--- src/rtl/lsu.sv ---
// Load/store unit: byte-addressed loads/stores onto a single-port word memory,
// read-modify-write for sub-word stores. Optional FEATHER_LSU_ALIGN_CHECK_EN rejects misaligned accesses.
module lsu #(
    parameter int MEM_WORDS = 256
) (
    input  logic        clk,
    input  logic        rst_n,
    input  logic        req_valid_i,
    output logic        req_ready_o,
    input  logic        req_write_i,
    input  logic [31:0] req_addr_i,
    input  logic [1:0]  req_size_i,
    input  logic        req_unsigned_i,
    input  logic [31:0] req_wdata_i,
    output logic        resp_valid_o,
    output logic [31:0] resp_rdata_o,
    output logic        resp_error_o,
    output logic [31:0] mem_address_o,
    output logic        mem_write_enable_o,
    output logic [31:0] mem_write_data_o,
    input  logic [31:0] mem_data_i
);

    localparam logic [1:0] IDLE  = 2'd0;
    localparam logic [1:0] READ  = 2'd1;
    localparam logic [1:0] WRITE = 2'd2;
    localparam logic [1:0] RESP  = 2'd3;

    localparam logic [1:0] SIZE_BYTE = 2'b00;
    localparam logic [1:0] SIZE_HALF = 2'b01;
    localparam logic [1:0] SIZE_WORD = 2'b10;

    localparam logic [30:0] WORD_LIMIT = 31'(MEM_WORDS);

    logic [1:0]  state;
    logic        lat_write;
    logic [31:0] lat_addr;
    logic [1:0]  lat_size;
    logic        lat_unsigned;
    logic [31:0] lat_wdata;
    logic [31:0] result;
    logic [31:0] merged;
    logic        err_flag;

    logic        req_error;
    logic [7:0]  byte_lane;
    logic [15:0] half_lane;
    logic [31:0] load_ext;
    logic [31:0] store_merged;

    always_comb begin
        req_error = 1'b0;
        if (req_size_i == 2'b11) begin
            req_error = 1'b1;
        end
        if ({1'b0, req_addr_i[31:2]} >= WORD_LIMIT) begin
            req_error = 1'b1;
        end
`ifdef FEATHER_LSU_ALIGN_CHECK_EN
        if (req_size_i == SIZE_HALF && req_addr_i[0]) begin
            req_error = 1'b1;
        end
        if (req_size_i == SIZE_WORD && req_addr_i[1:0] != 2'b00) begin
            req_error = 1'b1;
        end
`else
        // Misaligned accesses fall through; the lane logic ignores the low address bits it does not use.
`endif
    end

    // Little-endian lane pick from the word currently presented by memory.
    always_comb begin
        byte_lane = 8'h00;
        case (lat_addr[1:0])
            2'd0: byte_lane = mem_data_i[7:0];
            2'd1: byte_lane = mem_data_i[15:8];
            2'd2: byte_lane = mem_data_i[23:16];
            2'd3: byte_lane = mem_data_i[31:24];
            default: byte_lane = 8'h00;
        endcase
        half_lane = lat_addr[1] ? mem_data_i[31:16] : mem_data_i[15:0];
    end

    always_comb begin
        load_ext = mem_data_i;
        case (lat_size)
            SIZE_BYTE: load_ext = lat_unsigned ? {24'h000000, byte_lane}
                                               : {{24{byte_lane[7]}}, byte_lane};
            SIZE_HALF: load_ext = lat_unsigned ? {16'h0000, half_lane}
                                               : {{16{half_lane[15]}}, half_lane};
            default:   load_ext = mem_data_i;
        endcase
    end

    always_comb begin
        store_merged = mem_data_i;
        case (lat_size)
            SIZE_BYTE: begin
                case (lat_addr[1:0])
                    2'd0: store_merged[7:0]   = lat_wdata[7:0];
                    2'd1: store_merged[15:8]  = lat_wdata[7:0];
                    2'd2: store_merged[23:16] = lat_wdata[7:0];
                    2'd3: store_merged[31:24] = lat_wdata[7:0];
                    default: store_merged = mem_data_i;
                endcase
            end
            SIZE_HALF: begin
                if (lat_addr[1]) begin
                    store_merged[31:16] = lat_wdata[15:0];
                end else begin
                    store_merged[15:0] = lat_wdata[15:0];
                end
            end
            default: store_merged = lat_wdata;
        endcase
    end

    always_ff @(posedge clk or negedge rst_n) begin
        if (!rst_n) begin
            state        <= IDLE;
            lat_write    <= 1'b0;
            lat_addr     <= 32'h0;
            lat_size     <= SIZE_BYTE;
            lat_unsigned <= 1'b0;
            lat_wdata    <= 32'h0;
            result       <= 32'h0;
            merged       <= 32'h0;
            err_flag     <= 1'b0;
        end else begin
            case (state)
                IDLE: begin
                    if (req_valid_i) begin
                        lat_write    <= req_write_i;
                        lat_addr     <= req_addr_i;
                        lat_size     <= req_size_i;
                        lat_unsigned <= req_unsigned_i;
                        lat_wdata    <= req_wdata_i;
                        result       <= 32'h0;
                        err_flag     <= req_error;
                        state        <= req_error ? RESP : READ;
                    end
                end
                READ: begin
                    if (lat_write) begin
                        merged <= store_merged;
                        state  <= WRITE;
                    end else begin
                        result <= load_ext;
                        state  <= RESP;
                    end
                end
                WRITE: state <= RESP;
                RESP:  state <= IDLE;
                default: state <= IDLE;
            endcase
        end
    end

    // Response data is only meaningful for a successful load.
    assign req_ready_o        = (state == IDLE);
    assign resp_valid_o       = (state == RESP);
    assign resp_error_o       = (state == RESP) && err_flag;
    assign resp_rdata_o       = ((state == RESP) && !err_flag && !lat_write) ? result : 32'h0;
    assign mem_address_o      = {2'b00, lat_addr[31:2]};
    assign mem_write_enable_o = (state == WRITE);
    assign mem_write_data_o   = merged;

endmodule

--- config.mk ---
export PLATFORM = sky130hd
export DESIGN_NAME = lsu
export DESIGN_NICKNAME = d
export VERILOG_FILES = /design/src/rtl/lsu.sv
export SDC_FILE = /design/constraint.sdc
export NUM_CORES = 1
export LEC_CHECK = 0
export ABC_CLOCK_PERIOD_IN_PS = 2100
export CORE_MARGIN = 5
export CORE_UTILIZATION = 35
export CTS_CLUSTER_DIAMETER = 40
export DETAILED_ROUTE_END_ITERATION = 7
export GPL_ROUTABILITY_DRIVEN = 0
export HOLD_SLACK_MARGIN = 0.15
export SLEW_MARGIN = 20
export SYNTH_ARGS = -nofsm -noshare
export SYNTH_HDL_FRONTEND = slang
export SYNTH_SLANG_ARGS = --single-unit
--- constraint.sdc ---
create_clock -name clk -period 2.1 [get_ports clk]
set_input_delay 0.315 -clock clk [delete_from_list [all_inputs] [get_ports clk]]
set_output_delay 0.315 -clock clk [all_outputs]
set_load 0.05 [all_outputs]
==> results summary <==
The run finished with clean final reports. Of the total power, the clock network draws 0.161. The type of the setup path with the least slack is reg -> out. The count of cell types in the netlist is 47.

Synthesis inferred roughly 140 register bits. The detail-routed via count per cell came out at roughly 5.3. The post-synthesis instance area came out at 7020 µm². The width of the die came out at between 150 and 200 µm. After floorplanning, the core was sized to cover roughly 20000 µm². For this run, asynchronously set or reset flops after synthesis account for 1.00. The standard-cell row count came out at between 50 and 60.

The initial core utilization came out at 0.358. The count of max-cap constraint violations came out at 0. Setup repair after global routing could not meet its margin everywhere.

Counting the buffers created by CTS gives 17. In this run the critical register-to-register path is launched from lat_addr[0]. In the final routed layout, each cell accounts on average for between 20 and 25 µm. Measured against its own limit, the worst slew margin works out to 0.627.

The remaining global-route overflow came out at 0. The leakage power summed over all cells came out at roughly 0.0042 µW. The peak fanout along the critical path is 8.

The switching power of the nets is roughly 7500 µW. The number of detailed-route iterations in the first pass came out at 7. The peak supply drop came out at roughly 800 µV. In this run the mean area of a mapped cell was between 10 and 15 µm². The die covers 23000 µm². Final hold analysis gives a worst-case slack of roughly 0.36 ns. The total number of nets in the final design is ~940.

The initial antenna violation count came out at 0. The worst setup path is launched from a flip-flop. The number of cells produced by synthesis came out at roughly 650. The critical path goes through ha_2 > nor3b_4 > buf_6 > clkbuf_16 > and2_4 > buf_12. Once detailed placement completed, the half-perimeter wirelength came to ~17 mm. The critical path capture point type is an output port. The sequential share of power came out at 0.289. The final hold violation count is 0. The number of DRC violations after detailed routing is 0. For this design the top-level I/O count stands at about 200. The root cell of the clock tree is clkbuf_16. The H-tree level count came out at 4. For this run, the leading register cell type out of synthesis is dfrtp_1. The wire length reported by the detailed router is ~22 mm. The initial DRC count came out at 421. The post-detailed-placement cell area is roughly 9600 µm². The register-to-register setup slack is 0.17 ns. The aggregate negative setup slack came out at 0 ns. The maximum clock insertion buffer count is 2. The required time at the worst-slack endpoint is roughly 1.8 ns. The first global-routing pass estimated 34.3 mm of wire. Setup violations remaining at the end of the flow were counted as 0. The power density over the cells is 1640 nW/µm². The relative area change from synthesis to final layout came out at 45.7%.

The pin slew with the least headroom to its limit is about 0.56 ns. The portion of the clock cycle consumed by the worst path in the final layout came out at 0.987. After clock tree synthesis, the clock-pin slew on the worst setup and hold paths is 0.06 ns. The combinational share of power is 0.551. The number of synthesized flops with an enable pin is 0.

The number of warnings reported in the yosys synthesis log came out at 0. The sum of internal, switching and leakage power came out at roughly 17000 µW. The worst hold path belongs to the class in -> async.

After routing the design area is 10200 µm². Entering global routing, the biggest net connects 57 pins. On the critical path, the stage with the largest delay is an instance of dfrtp_1. 0 antenna diodes ended up in the layout.

The highest clock frequency the design can meet is between 400 and 500 MHz. The count of nets left with antenna violations once routing finished came out at 0. The later pin in the worst-skew pair is clocked with a latency of between 0.4 and 0.5 ns. The die outline height came out at about 150 µm. The switching power as a share of total power came out at 0.448.

The number of buffers inserted by port buffering came out at 200. For this run, the register share of the synthesized area comes to 0.481. The start point of the critical path is state[0].

The arrival time of data at the critical path endpoint came out at between 1.5 and 2 ns. The number of clock sinks is around 140. The fraction of layout instances using a drive strength above 1 is 0.288. The total routing usage reported by global routing is 0.195.

Across the routed clock network, the largest skew measured is 0.00544 ns. The minimum clock period after layout is around 2.1 ns. Across all layers, the routed design uses 5813 vias. The cell-internal power is slightly above 9000 µW.

The post-layout utilization of the core is 0.522. TritonCTS built the clock tree. The largest single stage delay on the critical path is 0.36 ns.

The final count of pins violating max slew is 0. The via count of the first global-routing pass is ~6.1k.
-- per-layer routing --
| layer | up-vias | share of wire | global-route usage |
|---|---|---|---|
| met5 | - | 0 | 0 |
| met4 | 0 | 0.023 | 0.0678 |
| met3 | 28 | 0.057 | 0.0434 |
| met2 | 223 | 0.49 | 0.321 |
| met1 | 2889 | 0.43 | 0.255 |
| li1 | 2673 | - | - |
-- worst paths after layout --
path / endpoint / depth (start not counted)
worst max-delay path: resp_rdata_o[30] / 6
worst min-delay path: lat_addr[29] / 2
worst max register to register: result[25] / 4
worst min register to register: mem_write_data_o[6] / 2
max in group asynchronous: lat_wdata[2] / 3
min in group clk: mem_write_data_o[6] / 2
-- registers in the layout, indices dropped and copies added, names as in the netlist --
| name | flops |
|---|---|
| lat_unsigned | 1 |
| state | 2 |
| lat_size | 2 |
| lat_addr | 32 |
| lat_wdata | 32 |
| mem_write_data_o | 32 |
| lat_write | 1 |
| err_flag | 1 |
| result | 32 |
-- layout by cell type, fill, tap and decap left out, types with 19 or more instances in the layout --
| cell type | synthesis | layout |
|---|---|---|
| clkdlybuf4s50_1 | 0 | 162 |
| o21ai_0 | 45 | 45 |
| a21oi_1 | 27 | 27 |
| buf_12 | 0 | 38 |
| dfrtp_1 | 135 | 134 |
| nor2_1 | 19 | 19 |
| nand2_1 | 54 | 53 |
| o21ai_1 | 19 | 19 |
| mux2_2 | 97 | 97 |
| and2_4 | 0 | 26 |
| buf_4 | 35 | 31 |
-- final cells by class --
| class | instances | area [µm²] |
|---|---|---|
| inverter | 7 | 26.3 |
| multi-input combinational | 431 | 3260 |
| clock buffer | 25 | 475 |
| tap | 265 | 332 |
| timing repair buffer | 237 | 2700 |
| clock inverter | 5 | 50.0 |
| sequential | 135 | 3380 |
| fill | 1716 | 9360 |
-- cells by family after synthesis --
kind of cell | count (synthesis) | synth area share
flip-flops | 135 | 0.481
other | 1 | 0.000534
adder cells (fa/ha/maj) | 4 | 0.00713
AO/OA/AOI/OAI | 162 | 0.157
buffers and inverters | 86 | 0.0675
multiplexers | 108 | 0.172
AND/OR/NAND/NOR | 155 | 0.115
-- worst max-delay path, delay by kind of cell (launching register included) --
| kind | cells | cell delay [ns] |
|---|---|---|
| AND/OR/NAND/NOR | 2 | 0.36 |
| flip-flops | 1 | 0.36 |
| buffers and inverters | 3 | 0.44 |
| adder cells (fa/ha/maj) | 1 | 0.19 |
-- synth_stat cells (all sizes together), types with 11 or more instances --
cell,n,area (µm²)
a222oi,16,160
or3,16,100
nand2,55,209
nand2b,11,68.8
and2,36,225
clkbuf,32,120
buf,47,328
nor2,20,91.3
mux2,100,1130
dfrtp,135,3380
o21ai,64,320
a21oi,29,153
-- power groups by stage --
| stage | registers [µW] | clock network (µW) | logic, µW |
|---|---|---|---|
| 2_1_floorplan | 5430 | 0 | 5780 |
| 3_3_place_gp | 4800 | 0 | 8950 |
| 3_5_place_dp | 4850 | 0 | 9100 |
| 4_1_cts | 4820 | 2760 | 9260 |
| 5_1_grt | 5000 | 2880 | 9840 |
| 6_report | 4850 | 2700 | 9250 |
-- repair_timing --
action,4_1_cts,5_1_grt
buffers inserted,6,0
hold buffers,1,0
pin swaps,1,17
setup endpoints to repair,32,32
resized for setup,8,27
cloned,2,1
hold endpoints to repair,92,0
-- per-stage QoR --
| step | cells | worst slack (ns) |
|---|---|---|
| 2_1_floorplan | 652 | 0.110 |
| 3_3_place_gp | 1067 | 0.149 |
| 3_5_place_dp | 1067 | 0.116 |
| 4_1_cts | 1105 | 0.00370 |
| 5_1_grt | 1105 | -0.0746 |
| 6_report | 1105 | 0.0277 |
Note: power is estimated with default switching activity, not from simulation.
